===== config.mk =====
export PLATFORM = sky130hd
export DESIGN_NAME = playfield_map
export DESIGN_NICKNAME = d
export VERILOG_FILES = /design/src/rtl/playfield_pkg.sv /design/src/rtl/playfield_map_brick_map.sv /design/src/rtl/playfield_map.sv
export SDC_FILE = /design/constraint.sdc
export NUM_CORES = 1
export LEC_CHECK = 0
export ABC_CLOCK_PERIOD_IN_PS = 5090
export CAP_MARGIN = 20
export CORE_MARGIN = 3
export CORE_UTILIZATION = 45
export CTS_CLUSTER_DIAMETER = 120
export DETAILED_ROUTE_END_ITERATION = 12
export GPL_TIMING_DRIVEN = 0
export MAX_ROUTING_LAYER = met4
export PLACE_DENSITY = 0.68
export SLEW_MARGIN = 20
export SYNTH_ARGS = -nofsm -noshare
export SYNTH_HDL_FRONTEND = slang
export SYNTH_HIERARCHICAL = 1
export SYNTH_SLANG_ARGS = --single-unit

===== constraint.sdc =====
create_clock -name clk -period 5.09 [get_ports clk]
set_input_delay 1.018 -clock clk [delete_from_list [all_inputs] [get_ports clk]]
set_output_delay 1.018 -clock clk [all_outputs]
set_load 0.05 [all_outputs]

===== src/rtl/playfield_pkg.sv =====
// Shared constants and helpers for the playfield occupancy path.
package playfield_pkg;

    localparam int EMPTY_WALL  = 0;
    localparam int EMPTY_BRICK = 1;
    localparam int EMPTY_PAD   = 2;

    localparam int SCREEN_W = 640;
    localparam int SCREEN_H = 480;

    // Linear brick index (row-major) for a pixel already known to lie inside the field.
    function automatic int brick_index(input int x, input int y, input int left, input int top,
                                       input int w_log2, input int h_log2, input int cols);
        return ((y - top) >> h_log2) * cols + ((x - left) >> w_log2);
    endfunction

endpackage


===== src/rtl/playfield_map_brick_map.sv =====
// Brick live-bit store: one scan read port, one hit lookup port, one clear port and a refill.
module brick_map
    import playfield_pkg::*;
#(
    parameter int COLS = 16,
    parameter int ROWS = 8,
    parameter int IW   = $clog2(COLS * ROWS)
) (
    input  logic          clk,
    input  logic          rst_n,
    input  logic          refill,
    input  logic          clr_en,
    input  logic [IW-1:0] clr_idx,
    input  logic [IW-1:0] rd_idx,
    input  logic [IW-1:0] hit_idx,
    output logic          rd_live,
    output logic          hit_live
);

    localparam int NB = COLS * ROWS;

    logic [NB-1:0] live;

    always_ff @(posedge clk or negedge rst_n) begin
        if (!rst_n) begin
            live <= '1;
        end else if (refill) begin
            live <= '1;
        end else if (clr_en) begin
            live[clr_idx] <= 1'b0;
        end
    end

    assign rd_live  = live[rd_idx];
    assign hit_live = live[hit_idx];

endmodule


===== src/rtl/playfield_map.sv =====
// Playfield occupancy: per-pixel wall/brick/paddle code, brick clearing on vblank hits,
// brick/score counters and the per-frame move strobe.
module playfield_map
    import playfield_pkg::*;
#(
    parameter int BRICK_COLS = 16,
    parameter int BRICK_ROWS = 8,
    parameter int BRICK_W    = 32,
    parameter int BRICK_H    = 16,
    parameter int BRICK_LEFT = 64,
    parameter int BRICK_TOP  = 48,
    parameter int WALL       = 8,
    parameter int PAD_Y      = 448,
    parameter int PAD_HALF   = 24,
    parameter int MOVE_DIV   = 1
) (
    input  logic        clk,
    input  logic        rst_n,
    input  logic        pixpulse,
    input  logic [9:0]  hcount,
    input  logic [9:0]  vcount,
    input  logic [9:0]  paddle_x,
    input  logic        restart,
    input  logic        hit_valid,
    input  logic [9:0]  hit_x,
    input  logic [9:0]  hit_y,
    output logic        hit_ready,
    output logic [2:0]  empty,
    output logic        move,
    output logic        brick_cleared,
    output logic [7:0]  bricks_left,
    output logic [15:0] score,
    output logic        all_clear
);

    localparam int NB      = BRICK_COLS * BRICK_ROWS;
    localparam int IW      = $clog2(NB);
    localparam int WB      = $clog2(BRICK_W);
    localparam int HB      = $clog2(BRICK_H);
    localparam int FIELD_R = BRICK_LEFT + BRICK_COLS * BRICK_W;
    localparam int FIELD_B = BRICK_TOP + BRICK_ROWS * BRICK_H;

    function automatic logic [15:0] sat_inc(input logic [15:0] v);
        return (v == 16'hFFFF) ? v : v + 16'd1;
    endfunction

    function automatic logic in_field(input int x, input int y);
        return (x >= BRICK_LEFT) && (x < FIELD_R) && (y >= BRICK_TOP) && (y < FIELD_B);
    endfunction

    int sx, sy, px, hx, hy, pad_dx;
    logic          scan_in, scan_gap, scan_live;
    logic          hit_in, hit_live, accept;
    logic [IW-1:0] scan_idx, hit_idx;
    logic [2:0]    empty_c;
    logic [3:0]    frame_cnt;

    always_comb begin
        sx       = int'(hcount);
        sy       = int'(vcount);
        px       = int'(paddle_x);
        hx       = int'(hit_x);
        hy       = int'(hit_y);
        pad_dx   = sx - px;
        scan_in  = in_field(sx, sy);
        hit_in   = in_field(hx, hy);
        // The last pixel column and row of each brick are a gap between bricks.
        scan_gap = (((sx - BRICK_LEFT) & (BRICK_W - 1)) == BRICK_W - 1) ||
                   (((sy - BRICK_TOP) & (BRICK_H - 1)) == BRICK_H - 1);
        scan_idx = '0;
        hit_idx  = '0;
        if (scan_in) scan_idx = IW'(brick_index(sx, sy, BRICK_LEFT, BRICK_TOP, WB, HB, BRICK_COLS));
        if (hit_in)  hit_idx  = IW'(brick_index(hx, hy, BRICK_LEFT, BRICK_TOP, WB, HB, BRICK_COLS));
    end

    brick_map #(
        .COLS (BRICK_COLS),
        .ROWS (BRICK_ROWS),
        .IW   (IW)
    ) u_brick_map (
        .clk      (clk),
        .rst_n    (rst_n),
        .refill   (restart),
        .clr_en   (accept),
        .clr_idx  (hit_idx),
        .rd_idx   (scan_idx),
        .hit_idx  (hit_idx),
        .rd_live  (scan_live),
        .hit_live (hit_live)
    );

    always_comb begin
        empty_c = 3'b111;
        if (sx < SCREEN_W && sy < SCREEN_H) begin
            if (sx < WALL || sx >= SCREEN_W - WALL || sy < WALL)
                empty_c[EMPTY_WALL] = 1'b0;
            if (scan_in && !scan_gap && scan_live)
                empty_c[EMPTY_BRICK] = 1'b0;
            if (sy >= PAD_Y && sy <= PAD_Y + 7 && pad_dx <= PAD_HALF && pad_dx >= -PAD_HALF)
                empty_c[EMPTY_PAD] = 1'b0;
        end
    end

    assign empty     = empty_c;
    assign hit_ready = (sy >= SCREEN_H) && !restart;
    assign accept    = hit_valid && hit_ready && hit_in && hit_live;
    assign all_clear = (bricks_left == 8'd0);

    // Hit side: counters update one clock after acceptance.
    always_ff @(posedge clk or negedge rst_n) begin
        if (!rst_n) begin
            bricks_left   <= 8'(NB);
            score         <= 16'd0;
            brick_cleared <= 1'b0;
        end else begin
            brick_cleared <= accept;
            if (restart) begin
                bricks_left <= 8'(NB);
                score       <= 16'd0;
            end else if (accept) begin
                bricks_left <= bricks_left - 8'd1;
                score       <= sat_inc(score);
            end
        end
    end

    // Frame divider: move rises on the (0,480) pixel edge of every MOVE_DIV-th frame.
    always_ff @(posedge clk or negedge rst_n) begin
        if (!rst_n) begin
            frame_cnt <= 4'd0;
            move      <= 1'b0;
        end else if (pixpulse) begin
            move <= 1'b0;
            if (hcount == 10'd0 && vcount == 10'd480) begin
                if (frame_cnt == 4'(MOVE_DIV - 1)) begin
                    frame_cnt <= 4'd0;
                    move      <= 1'b1;
                end else begin
                    frame_cnt <= frame_cnt + 4'd1;
                end
            end
        end
    end

endmodule

==> flow_results.org <==
** Yosys
- The number of nets in the synthesized netlist is 1063.
- EDFF count, synth :: 0
- Synth Cell Area :: 0.0103 mm^2
- Summing the areas of all xor and xnor instances in the mapped netlist gives 2.04% of the synthesized area.
- In this run, distinct cell masters in the synthesized netlist total 72.
- Synthesis handed over a netlist of 980 instances.
- After synthesis, the most frequently instantiated cells are sky130_fd_sc_hd__dfstp_2 (129), sky130_fd_sc_hd__nand2_1 (122), sky130_fd_sc_hd__a21o_1 (93).
- Post-synth top flop :: sky130_fd_sc_hd__dfstp_2
- After synthesis, the cell types taking the most area are sky130_fd_sc_hd__dfstp_2 (33%), sky130_fd_sc_hd__mux4_2 (13%), sky130_fd_sc_hd__dfrtp_1 (7.1%).
- Counting flops and latches in the post-synthesis netlist gives 158.
- For this run, the number of Yosys warnings is 6.
- The synthesized netlist devotes approximately 15% of its cell area to compound gates.
- The top cell type by area accounts for 33.0% of the synthesized area.
- Fraction of the mapped netlist area in simple logic gates :: 19.1%
- Part of the Yosys area used for sequential elements :: 40.0%
- The portion of synthesized area spent on multiplexers is between 15 and 20%.
- sky130_fd_sc_hd__dfstp_2 takes more of the synthesized area than any other cell.
- Fraction of synthesis flops using an asynchronous set or reset pin :: 100%
- Dominant combinational cell family by area after synthesis :: simple AND/OR/NAND/NOR gates
- Most common cell in the synthesized netlist :: sky130_fd_sc_hd__dfstp_2
- The synthesized netlist devotes 3.55% of its cell area to adder and majority cells.
- After synthesis, the mean cell area works out to 10.5 um^2.

** Power
- In this run the static leakage power is about 4.4 nW.
- VDD sags by at most 0.192 mV.
- PD cells :: 223 mW/mm^2

** Timing
- Final WS setup :: about 0.063 ns
- Setup violations remaining at the end of the flow were counted as 0.
- Max-slew violation count :: 0
- Endpoints failing hold :: 0
- Max Clk Rate :: 199 MHz
- Unrepaired setup endpoints after global routing :: true
- For the pin with the worst max-slew slack, the measured transition is ~1 ns.
- Of the available clock period, the critical path in the final layout requires between 90 and 100%.
- Skew final :: 0.00965 ns
- Counting I/O delays and the setup requirement, the final critical path takes 5.03 ns.
- In the final timing run, aggregate negative setup slack is 0 ns.
- Rel. slew slack :: 32.3%

** Layout
- Area taken by multi-input logic gates :: slightly above 0.006 mm^2
- Cells with a size suffix above 1 make up 32.8% of the layout.
- The number of antenna diodes in the final layout is 0.
- The count of cells in the finished layout, fillers not included, comes to between 1000 and 1500.
- From synthesis to final layout, the design area changed by 26.2%.
- Area taken by flip-flops and latches :: between 0.004 and 0.005 mm^2
- The final layout contains between 1000 and 1500 nets.
- Counting the fill cells in the layout gives 1853.

** Floorplan
- Core area :: 0.0222 mm^2
- Height of the chip :: between 150 and 200 um
- The floorplan has 54 rows.
- The die covers 0.0247 mm^2.
- The die is 157 um wide.
- During I/O placement, the number of pins put on the boundary was between 80 and 90.
- The initial utilization of the core area, before any placement, comes to a little under half.

** CTS
- H-tree levels :: 4
- Latest clock arrival within the worst-skew pair :: 0.43 ns
- Root buffer selected by CTS :: sky130_fd_sc_hd__clkbuf_16
- The number of clock buffers added by TritonCTS is 17.
- TritonCTS clock tree :: yes
- Clock tree synthesis found a total of approximately 160 sinks.
- CTS clk-pin slew, worst paths :: 0.06 ns
- Buffers from clock root to sink, at most :: 2

** Global route
- First-pass GRT wire length :: 46.3 mm
- Via count of the first global-routing pass :: 8536
- Global Route Usage Sum :: 25.0%
- Maximum number of pins on one net before global-route repair :: 86
- The total overflow left after global routing is 0.
- Initial antenna violation count :: 0

** Critical path
- Startpoint-to-endpoint class of the critical path :: input pin to output port
- For the worst setup path, the data arrival time is 4.01 ns.
- STA classifies the critical path startpoint as an input pin.
- Launch instance of the worst register-to-register path :: u_brick_map/live[53]$_DFFE_PN1P_
- CP Data Required Time :: 4.07 ns
- Peak fanout along the critical path :: 7
- Nature of the critical path endpoint :: output port
- Critical path launch point :: hcount[6]

** Place
- After detailed placement, the design holds a cell count of 1342.
- Routability-driven placement finished with a final weighted congestion of 0.951.
- During placement, the flow inserted port buffers numbering slightly above 80.
- Summed over all nets, the half-perimeter wirelength after detailed placement is 20.3 mm.
- At the placement stage, the worst setup path has a slack of -1.82 ns.

** Routing
- After detailed routing, the number of vias per cell comes to 6.12.
- For this block, the routed nets add up to 30.2 mm of wire.
- In the routed design, unresolved DRC markers number 0.
- Detailed-route wire length per cell :: 21.4 um
- Final antenna-violating net count :: 0
- For this block, the initial DRC count from the detailed router was 795.
- The routed layout has 8651 vias.
- Before antenna repair, the detailed router went through 7 iterations.

** Status
- Run status :: finished clean

** Min path
- Worst hold path type :: flip-flop to flip-flop
- Start point of the worst min-delay path :: u_brick_map/live[116]$_DFFE_PN1P_

** Flow run
- The tool flagged a number of max-cap violations equal to 0.
## power by group
group | internal (W) | leakage, nW | total [W] | switching [W]
Combinational | 0.000140 | 2.39 | 0.000337 | 0.000196
Clock | 0.000778 | 0.279 | 0.00129 | 0.000511
Sequential | 0.00126 | 1.75 | 0.00126 | 0.00000134
## worst max-delay path, stage by stage
cell and delay [ns]:
sky130_fd_sc_hd__buf_6 0.12, sky130_fd_sc_hd__inv_4 0.07, sky130_fd_sc_hd__ha_4 0.15, sky130_fd_sc_hd__nand2b_4 0.07
sky130_fd_sc_hd__a2111oi_4 0.44, sky130_fd_sc_hd__nand2b_4 0.12, sky130_fd_sc_hd__nor2_4 0.12, sky130_fd_sc_hd__buf_8 0.15
sky130_fd_sc_hd__mux4_2 0.51, sky130_fd_sc_hd__mux4_2 0.53, sky130_fd_sc_hd__a32oi_1 0.24, sky130_fd_sc_hd__nand4_1 0.16
sky130_fd_sc_hd__nand4_1 0.12, sky130_fd_sc_hd__buf_6 0.17
## sequential cells by signal, indices dropped and copies added, names as in the netlist
name              count
bricks_left           8
brick_cleared         1
score                16
frame_cnt             4
u_brick_map/live    128
move                  1
## what timing repair did
action | CTS | global route
setup endpoints to repair | 154 | 149
pin swaps | 12 | 24
setup buffers | 14 | 21
hold buffers | 0 | 0
resized for setup | 112 | 95
hold endpoints to repair | 0 | 0
gates cloned | 1 | 3
## per-layer routing
metal / vias to the layer above / wire, um / track usage [%]
li1: 3865 / - / -
met4: 0 / 862 / 8.97
met5: - / 0 / -
met1: 4359 / 12700 / 33.1
met3: 60 / 2360 / 4.98
met2: 367 / 14200 / 38.5
## through the flow
step	hold slack (ns)	power [W]	instance area, um^2	util [%]
5_1_grt	0.503	0.00299	13000	58.6
3_5_place_dp	0.481	0.00158	11500	51.9
2_1_floorplan	0.465	0.00145	10300	-
6_report	0.489	0.00289	13000	58.6
3_3_place_gp	0.475	0.00157	11500	51.8
4_1_cts	0.490	0.00289	12500	56.5
## cells in the final DEF, fill, tap and decap left out, drive strengths merged, types with 10 or more instances in the layout
cell type / count
dfstp: 129
nand2: 122
a21o: 93
mux4: 66
buf: 63
clkbuf: 63
o21ai: 60
clkdlybuf4s50: 55
nand2b: 55
nor2: 54
inv: 32
dfrtp: 29
a21oi: 26
ha: 26
nand3: 21
mux2i: 20
nor3: 16
nand4: 15
xnor2: 14
or3: 13
nor2b: 13
nor4: 11
xor2: 10
and2: 10
## worst paths after layout
path                                                     end  slack [ns]  cells after the start
max                                                 empty[1]        0.06                     14
min                        u_brick_map/live[116]$_DFFE_PN1P_        0.49                      2
max reg2reg                  u_brick_map/live[8]$_DFFE_PN1P_        1.78                     13
min reg2reg                u_brick_map/live[116]$_DFFE_PN1P_        0.49                      2
max in group asynchronous   u_brick_map/live[11]$_DFFE_PN1P_        3.65                      2
min in group asynchronous              score[12]$_DFFE_PN0P_        0.53                      1
## final cells by class
type,count,area share [%]
multi-input combinational,734,47.2
sequential,158,31.7
timing repair buffer,121,9.21
buffer,56,3.63
clock buffer,20,3.44
tap,280,2.70
clock inverter,12,1.11
inverter,32,0.964
## kinds of logic after synthesis
kind of cell               Yosys count
DFF                                158
buffers and inverters               88
and+or+nand+nor                    373
muxes                               87
AOI/OAI and AO/OA                  222
xor gates and xnor gates            24
adders and majority gates           28
(Power assumes the default switching activity.)
